`config.mk`:
```
export PLATFORM = sky130hd
export DESIGN_NAME = sfp_acc_act
export DESIGN_NICKNAME = d
export VERILOG_FILES = /design/src/rtl/sfp_acc_act.sv
export SDC_FILE = /design/constraint.sdc
export NUM_CORES = 1
export LEC_CHECK = 0
export ABC_AREA = 1
export CAP_MARGIN = 20
export CORE_AREA = 2 2 299 301
export DETAILED_ROUTE_END_ITERATION = 16
export DIE_AREA = 0 0 301 303
export PLACE_DENSITY = 0.6
export SLEW_MARGIN = 20
export SYNTH_ARGS = -nofsm -noshare
export SYNTH_HDL_FRONTEND = slang
export SYNTH_SLANG_ARGS = --single-unit
```
`constraint.sdc`:
```
create_clock -name clk -period 4.65 [get_ports clk]
set_clock_uncertainty 0.2 [all_clocks]
set_input_delay 0.93 -clock clk [delete_from_list [all_inputs] [get_ports clk]]
set_output_delay 0.93 -clock clk [all_outputs]
set_load 0.1 [all_outputs]
```
`src/rtl/sfp_acc_act.sv`:
```
// Per-column post-processor: accumulates acc_len partial-sum vectors with signed
// saturation, then applies bypass / ReLU / leaky ReLU and pulses out_valid.
module sfp_acc_act #(
    parameter int bw     = 16,
    parameter int psum_bw = 20,
    parameter int col    = 8,
    parameter int cnt_bw = 8
) (
    input  logic                     clk,
    input  logic                     reset,
    input  logic                     clr,
    input  logic                     in_valid,
    input  logic [bw*col-1:0]        in,
    input  logic [cnt_bw-1:0]        acc_len,
    input  logic [1:0]               mode,
    input  logic [3:0]               leak_shift,
    output logic                     out_valid,
    output logic [psum_bw*col-1:0]   out,
    output logic [col-1:0]           out_sat,
    output logic                     busy
);

    typedef enum logic {IDLE, ACC} state_t;

    localparam logic [cnt_bw-1:0]        one     = 1;
    localparam logic signed [psum_bw:0]  sat_max = {2'b00, {(psum_bw-1){1'b1}}};
    localparam logic signed [psum_bw:0]  sat_min = {2'b11, {(psum_bw-1){1'b0}}};

    state_t state, state_next;

    logic [cnt_bw-1:0]          count;
    logic [cnt_bw-1:0]          len_q;
    logic [1:0]                 mode_q;
    logic [3:0]                 shift_q;
    logic [col-1:0]             sat_q;
    logic signed [psum_bw-1:0]  acc [col];

    logic [cnt_bw-1:0]          eff_len;
    logic [1:0]                 eff_mode;
    logic [3:0]                 eff_shift;
    logic [cnt_bw-1:0]          count_inc;
    logic                       done;

    logic signed [bw-1:0]       lane_in  [col];
    logic signed [psum_bw:0]    lane_sum [col];
    logic signed [psum_bw-1:0]  lane_clamped [col];
    logic signed [psum_bw-1:0]  lane_act [col];
    logic [col-1:0]             lane_sat;
    logic [psum_bw*col-1:0]     act_packed;

    // A group's parameters come straight from the ports on its first sample,
    // and from the latched copies for every later sample.
    always_comb begin
        eff_len   = len_q;
        eff_mode  = mode_q;
        eff_shift = shift_q;
        if (state == IDLE) begin
            eff_len   = (acc_len == '0) ? one : acc_len;
            eff_mode  = mode;
            eff_shift = leak_shift;
        end
        count_inc = count + one;
        done      = in_valid && (count_inc == eff_len);
    end

    always_comb begin
        lane_sat   = '0;
        act_packed = '0;
        for (int i = 0; i < col; i++) begin
            lane_in[i]  = in[bw*i +: bw];
            lane_sum[i] = {acc[i][psum_bw-1], acc[i]}
                        + {{(psum_bw+1-bw){lane_in[i][bw-1]}}, lane_in[i]};
            if (lane_sum[i] > sat_max) begin
                lane_clamped[i] = sat_max[psum_bw-1:0];
                lane_sat[i]     = 1'b1;
            end else if (lane_sum[i] < sat_min) begin
                lane_clamped[i] = sat_min[psum_bw-1:0];
                lane_sat[i]     = 1'b1;
            end else begin
                lane_clamped[i] = lane_sum[i][psum_bw-1:0];
            end
            case (eff_mode)
                2'd1:    lane_act[i] = lane_clamped[i][psum_bw-1] ? '0 : lane_clamped[i];
                2'd2:    lane_act[i] = lane_clamped[i][psum_bw-1]
                                     ? (lane_clamped[i] >>> eff_shift) : lane_clamped[i];
                default: lane_act[i] = lane_clamped[i];
            endcase
            act_packed[psum_bw*i +: psum_bw] = lane_act[i];
        end
    end

    always_comb begin
        state_next = state;
        if (clr) begin
            state_next = IDLE;
        end else if (in_valid) begin
            state_next = done ? IDLE : ACC;
        end
    end

    always_ff @(posedge clk or negedge reset) begin
        if (!reset) begin
            state <= IDLE;
        end else begin
            state <= state_next;
        end
    end

    // clr outranks both accumulation and completion, so an aborted group never pulses.
    always_ff @(posedge clk or negedge reset) begin
        if (!reset) begin
            count     <= '0;
            len_q     <= '0;
            mode_q    <= '0;
            shift_q   <= '0;
            sat_q     <= '0;
            out       <= '0;
            out_sat   <= '0;
            out_valid <= 1'b0;
            for (int i = 0; i < col; i++) acc[i] <= '0;
        end else begin
            out_valid <= 1'b0;
            if (clr) begin
                count <= '0;
                sat_q <= '0;
                for (int i = 0; i < col; i++) acc[i] <= '0;
            end else if (in_valid) begin
                if (state == IDLE) begin
                    len_q   <= eff_len;
                    mode_q  <= eff_mode;
                    shift_q <= eff_shift;
                end
                if (done) begin
                    out       <= act_packed;
                    out_sat   <= sat_q | lane_sat;
                    out_valid <= 1'b1;
                    count     <= '0;
                    sat_q     <= '0;
                    for (int i = 0; i < col; i++) acc[i] <= '0;
                end else begin
                    count <= count_inc;
                    sat_q <= sat_q | lane_sat;
                    for (int i = 0; i < col; i++) acc[i] <= lane_clamped[i];
                end
            end
        end
    end

    assign busy = (count != '0);

endmodule

```
Yosys cells after proc, flatten, opt, wreduce, memory -nomap -nowiden --
Cells that the tools add are included.
Storage, ports and cells: register bits 360, output and inout port bits 170, word-level logic and storage cells 137, bits of input ports 146
Cells by class: shifts and indexed selects 8, order comparisons 16, bitwise logic cells 3, reduce and logical (&&, ||, !) cells 6, $add $sub $neg 9, muxes and demuxes 75, eq/ne operators 3
Operators by type and width (count):
- $mux W160 | 3
- $mux W20 | 24
- $pmux W20 S2 | 8
- $add A20 B16 Y21 | 8
- $gt A21 B20 Y1 const B | 8
- $lt A21 B20 Y1 const B | 8
- $sshr A20 B4 Y20 | 8
- $mux W19 | 8
- $mux W8 | 8
- $mux W1 | 22
- $add A8 B1 Y8 const B | 1
- $eq A8 B8 Y1 | 1
- $logic_not A8 Y1 | 1
- $or A8 B8 Y8 | 1
- $reduce_bool A8 Y1 | 1
- $reduce_and A3 Y1 | 2
- $mux W4 | 1
- $eq A2 B1 Y1 const B | 1
- $eq A2 B2 Y1 const B | 1
- $mux W2 | 1
- $not A1 Y1 | 2
- $reduce_bool A2 Y1 | 1
- $logic_and A1 B1 Y1 | 1

Longest topological paths before layout --
Gate-level depths: netlist (run 1).
depth in word-level cells 8, depth in mapped cells 26, gate-level depth less buffers 25

Least setup slack after synthesis (run 1) --
No wires, ideal clock.
path kind input -> register, start in in[96], end reg out[121], arrival time 3.130 ns, required time 4.330 ns, setup slack 1.200 ns, cell stages on the path 22, setup time 0.120 ns, buffers on the path 1, path through ha_1 > inv_1 > fa_1 > inv_1 > nand3_1 > nand2_1 > nand3b_1 > nand3_1 > nand2_1 > nand2_2 > nand2_4 > buf_4 > a21oi_1 > nand2_1 > nand3_1 > nand3_1 > nand2_1 > nand2_1 > nand3_1 > nand2_1 > nand2_1 > nand2_1
On the way: cells in the longest elaborated chain, start to end 7, elaborated cells on any way between the ends 9, classes of those cells add/sub (1); order compare (2); shift (1); mux (5)
Ends and longest elaborated chain:
- start: declaration | line 13 | input logic [bw*col-1:0] in,
- $add A20 B16 Y21 (*) | line 72 | + {{(psum_bw+1-bw){lane_in[i][bw-1]}}, lane_in[i]};
- $lt A21 B20 Y1 | line 76 | end else if (lane_sum[i] < sat_min) begin
- $mux W20 | line 76
- $mux W20 (*) | line 73 | if (lane_sum[i] > sat_max) begin
- $sshr A20 B4 Y20 | line 85 | ? (lane_clamped[i] >>> eff_shift) : lane_clamped[i];
- $mux W20 | line 85
- $pmux W20 S2 (*) | line 82 | case (eff_mode)
- end signal: assignment | line 134 | out <= act_packed;
- end: declaration | line 18 | output logic [psum_bw*col-1:0] out,
Mark *: on every way between the ends. The rest lies on a longest branch, timed or not. A chain may end at the register's enable or synchronous reset.

Worst setup path after layout (run 1) --
Ends and elaborated chain as after synthesis.

==> run_results.csv, run 1 <==
group,metric,value,unit
pwr,power_frac_comb,64.1,%
grt,grt_max_degree,176,
clock_tree,cts-root-buf,"clkbuf_16",
placement,place_ws,-0.0687,ns
grt,grt_pass1_vias,37200,
cells_and_area,nets,6209,
cells_and_area,syn_to_final_growth,19.3,%
logic_synthesis,synth_xor_area_share,2.96,%
logic_synthesis,yosys-mux-area-fraction,0.0574,%
setup_path,setup.worst_path.class,"primary input to flip-flop",
clock_tree,cts_resized,0,
clock_tree,holdBufCountCts,0,
pwr,p_per_area,562,nW/um^2
drt,first_pass_iters,6,
setup_path,cp.arrival,4.49,ns
drt,drc,0,
sta,rsz0062_at_grt,"false",
cells_and_area,drive_gt1_share,5.99,%
floorplan,ios,316,
logic_synthesis,synth_area_leader_cell,"dfrtp_1",
logic_synthesis,synth.most_common_cell,"nand2_1",
floorplan,die_y,303,microns
logic_synthesis,syn-cell-area,34900,sq um
drt,met1_length,59.7,mm
setup_path,reg2reg_depth,21,
clock_tree,cts_max_level,2,
pwr,internal_power,11.0,mW
pwr,clkPwrFrac,18.2,%
logic_synthesis,async_flop_share,100,%
logic_synthesis,synth_edf_count,0,
logic_synthesis,ys_warn_count,0,
setup_path,cp-end-kind,"flip-flop",
worst_hold_path,min-delay-path-class,"primary input to async pin",
logic_synthesis,ys_seq_area_share,25.8,%
logic_synthesis,ys.flop_type,"dfrtp_1",
sta,setup_slack,0.462,ns
drt,routedWlPerCell,19.3,microns
logic_synthesis,synth_compound_gate_area_share,13.1,%
drt,dr.max_layer_used,"met4",
clock_tree,clkLatencyLatePin,0.61,ns
logic_synthesis,synth_top_cell_area_share,25.8,%
clock_tree,clk_pin_slew,0.06,ns
logic_synthesis,synthAdderAreaFrac,6.34,%
clock_tree,cts_tree,"yes",
sta,relSlewSlack,21.8,%
drt,wl_met2,64.0,mm
drt,via_per_inst,5.55,
logic_synthesis,synth-simple-area-share,42.4,%
clock_tree,cts_setup_buffers,0,
logic_synthesis,ys_top_cells_by_area,"dfrtp_1, nand2_1, nand3_1, ha_1, inv_1",
sta,hold_viol,0,
drt,ant_nets,0,
status,status,"complete, no violations",
setup_path,crit_path_max_fanout,25,
grt,grt_overflow,0,
grt,antenna_found_initial,1,
drt,drt-total-wl,137,mm
clock_tree,clock_path_buffers,3,
logic_synthesis,syn_area_per_cell,6.15,sq um
pwr,seq_power_share,17.7,%
grt,grt_pass1_wl,212,mm
logic_synthesis,postSynthCellCount,5669,
grt,track_usage,29.3,%
drt,route.vias.total,39400,
setup_path,reg2reg_slack,0.90,ns
sta,slew_violations,0,
pwr,ir_drop,373,uV
clock_tree,numCtsBuffers,47,
floorplan,dieArea,91200,sq um
pwr,p_sw_share,52.8,%
placement,routabilityCongestion,0.936,
logic_synthesis,synth_top_family_by_area,"simple AND/OR/NAND/NOR gates",
drt,wl_met3,8.46,mm
logic_synthesis,ys_top_cells_by_count,"nand2_1, nand3_1, inv_1",
sta,final.setup.tns,0,ns
logic_synthesis,ys_types,50,
clock_tree,cts_sinks,360,
setup_path,worstPathRequired,4.95,ns
floorplan,core,88000,sq um
cells_and_area,fillers,9293,
sta,finalCritPeriodShare,90.1,%
pwr,netSwitchingPower,12.4,mW
sta,worstMarginPinSlew,1.17,ns
job,cap_violations,0,
logic_synthesis,ys_ff_latch,360,
floorplan,num_rows,109,
sta,fmax,239,MHz
sta,period_needed,4.19,ns
pwr,power_leakage,22.0,nW
drt,drt-initial-drc-count,3628,
floorplan,start_util,39.7,%
sta,finalSetupViolCount,0,
placement,hpwlAfterDp,100,mm
placement,portBuffers,315,
logic_synthesis,synth_fp_nets,5987,
floorplan,die_w,301,microns
setup_path,startpoint_type,"primary input",
## power groups by stage
stage	registers (mW)	logic, mW	clock network (mW)
after detailed placement	4.20	14.8	0
after CTS	4.15	14.9	4.35
after global placement	4.20	14.8	0
final	4.15	15.0	4.26
after global routing	4.21	16.6	4.47
after floorplan	5.21	9.33	0
## per-layer routing
| metal | GRT usage (%) | vias up |
|---|---|---|
| met1 | 39.4 | 18500 |
| met5 | 0 | - |
| met3 | 3.47 | 240 |
| li1 | - | 19300 |
| met2 | 48.8 | 1363 |
| met4 | 9.45 | 0 |
## cell families (layout without fill, tap and decap cells)
logic type | Yosys count | after routing
mux | 2 | 2
simple gates | 3455 | 3455
other cells | 0 | 1
fa+ha+maj | 172 | 172
flops | 360 | 360
buf+inv | 783 | 1042
compound gates | 779 | 779
xor+xnor | 118 | 118
## area by class of cell
class | count | area [sq um] | share of cell area, %
clock buffer | 54 | 1250 | 3.01
antenna | 1 | 2.50 | 0.00601
tap | 1165 | 1460 | 3.50
sequential | 360 | 9010 | 21.6
multi-input combinational | 4526 | 22800 | 54.7
timing repair buffer | 482 | 4850 | 11.6
inverter | 474 | 1790 | 4.31
clock inverter | 32 | 517 | 1.24
## worst max-delay path, cell delays in order
cell	delay, ns
clkdlybuf4s50_1	0.47
ha_1	0.25
inv_1	0.08
fa_1	0.41
inv_1	0.12
nand3_1	0.08
nand2_1	0.13
nand3b_1	0.16
nand3_1	0.12
nand2_1	0.09
nand2_2	0.18
nand2_4	0.22
a21oi_1	0.37
nand2_1	0.12
nand3_1	0.09
nand2_1	0.07
nand2_1	0.08
nand3_1	0.15
nand3_1	0.18
nand2_1	0.07
nand2_1	0.07
nand2_1	0.05
## per-stage QoR
stage / cell area [sq um] / utilization (%) / hold WS, ns / instances / power [mW]
after detailed placement: 39900 / 45.3 / 0.260 / 7006 / 19.0
final: 41600 / 47.3 / 0.196 / 7094 / 23.4
after floorplan: 34900 / - / 0.239 / 5669 / 14.5
after CTS: 41600 / 47.3 / 0.209 / 7092 / 23.4
after global routing: 41600 / 47.3 / 0.245 / 7094 / 25.3
after global placement: 39800 / 45.3 / 0.252 / 7005 / 19.0
## sequential cells by signal, summed over array words and instances (netlist names), 2 cells and up
name	cells
acc	160
count	8
len_q	8
mode_q	2
out	160
out_sat	8
sat_q	8
shift_q	4
## layout by cell type (no fill, tap or decap), types with 9 or more instances in the layout
master / n
nand2_1: 2028
nand3_1: 1026
inv_1: 456
dfrtp_1: 360
clkdlybuf4s50_1: 314
a21oi_1: 307
o21ai_0: 271
nor2_1: 218
ha_1: 163
buf_4: 132
xor2_1: 79
a32o_1: 75
nand4_1: 61
clkbuf_16: 47
xnor2_1: 39
buf_12: 35
o21ai_1: 31
nand2_2: 22
o21bai_1: 21
nand3b_1: 20
a2bb2oi_1: 20
nor3_1: 19
o22ai_1: 15
and2_1: 13
bufinv_16: 12
inv_2: 11
a31oi_1: 10
a21oi_2: 9
## final timing paths
kind                           from       end
max                          in[96]  out[121]
min                           reset   acc[92]
max reg2reg                 acc[20]  out[121]
min reg2reg                len_q[0]  len_q[0]
max in group asynchronous     reset  out[122]
min in group clk           len_q[0]  len_q[0]
Note: power is estimated with default switching activity, not from simulation.
==> inputs of run 2 (changes only) <==
--- a/config.mk
+++ b/config.mk
@@ -10,7 +10,6 @@
 export CORE_AREA = 2 2 299 301
 export DETAILED_ROUTE_END_ITERATION = 16
 export DIE_AREA = 0 0 301 303
-export PLACE_DENSITY = 0.6
 export SLEW_MARGIN = 20
 export SYNTH_ARGS = -nofsm -noshare
 export SYNTH_HDL_FRONTEND = slang
==> results of run 2 <==
No change in the layout: final DEF, timing and power equal those of run 1.
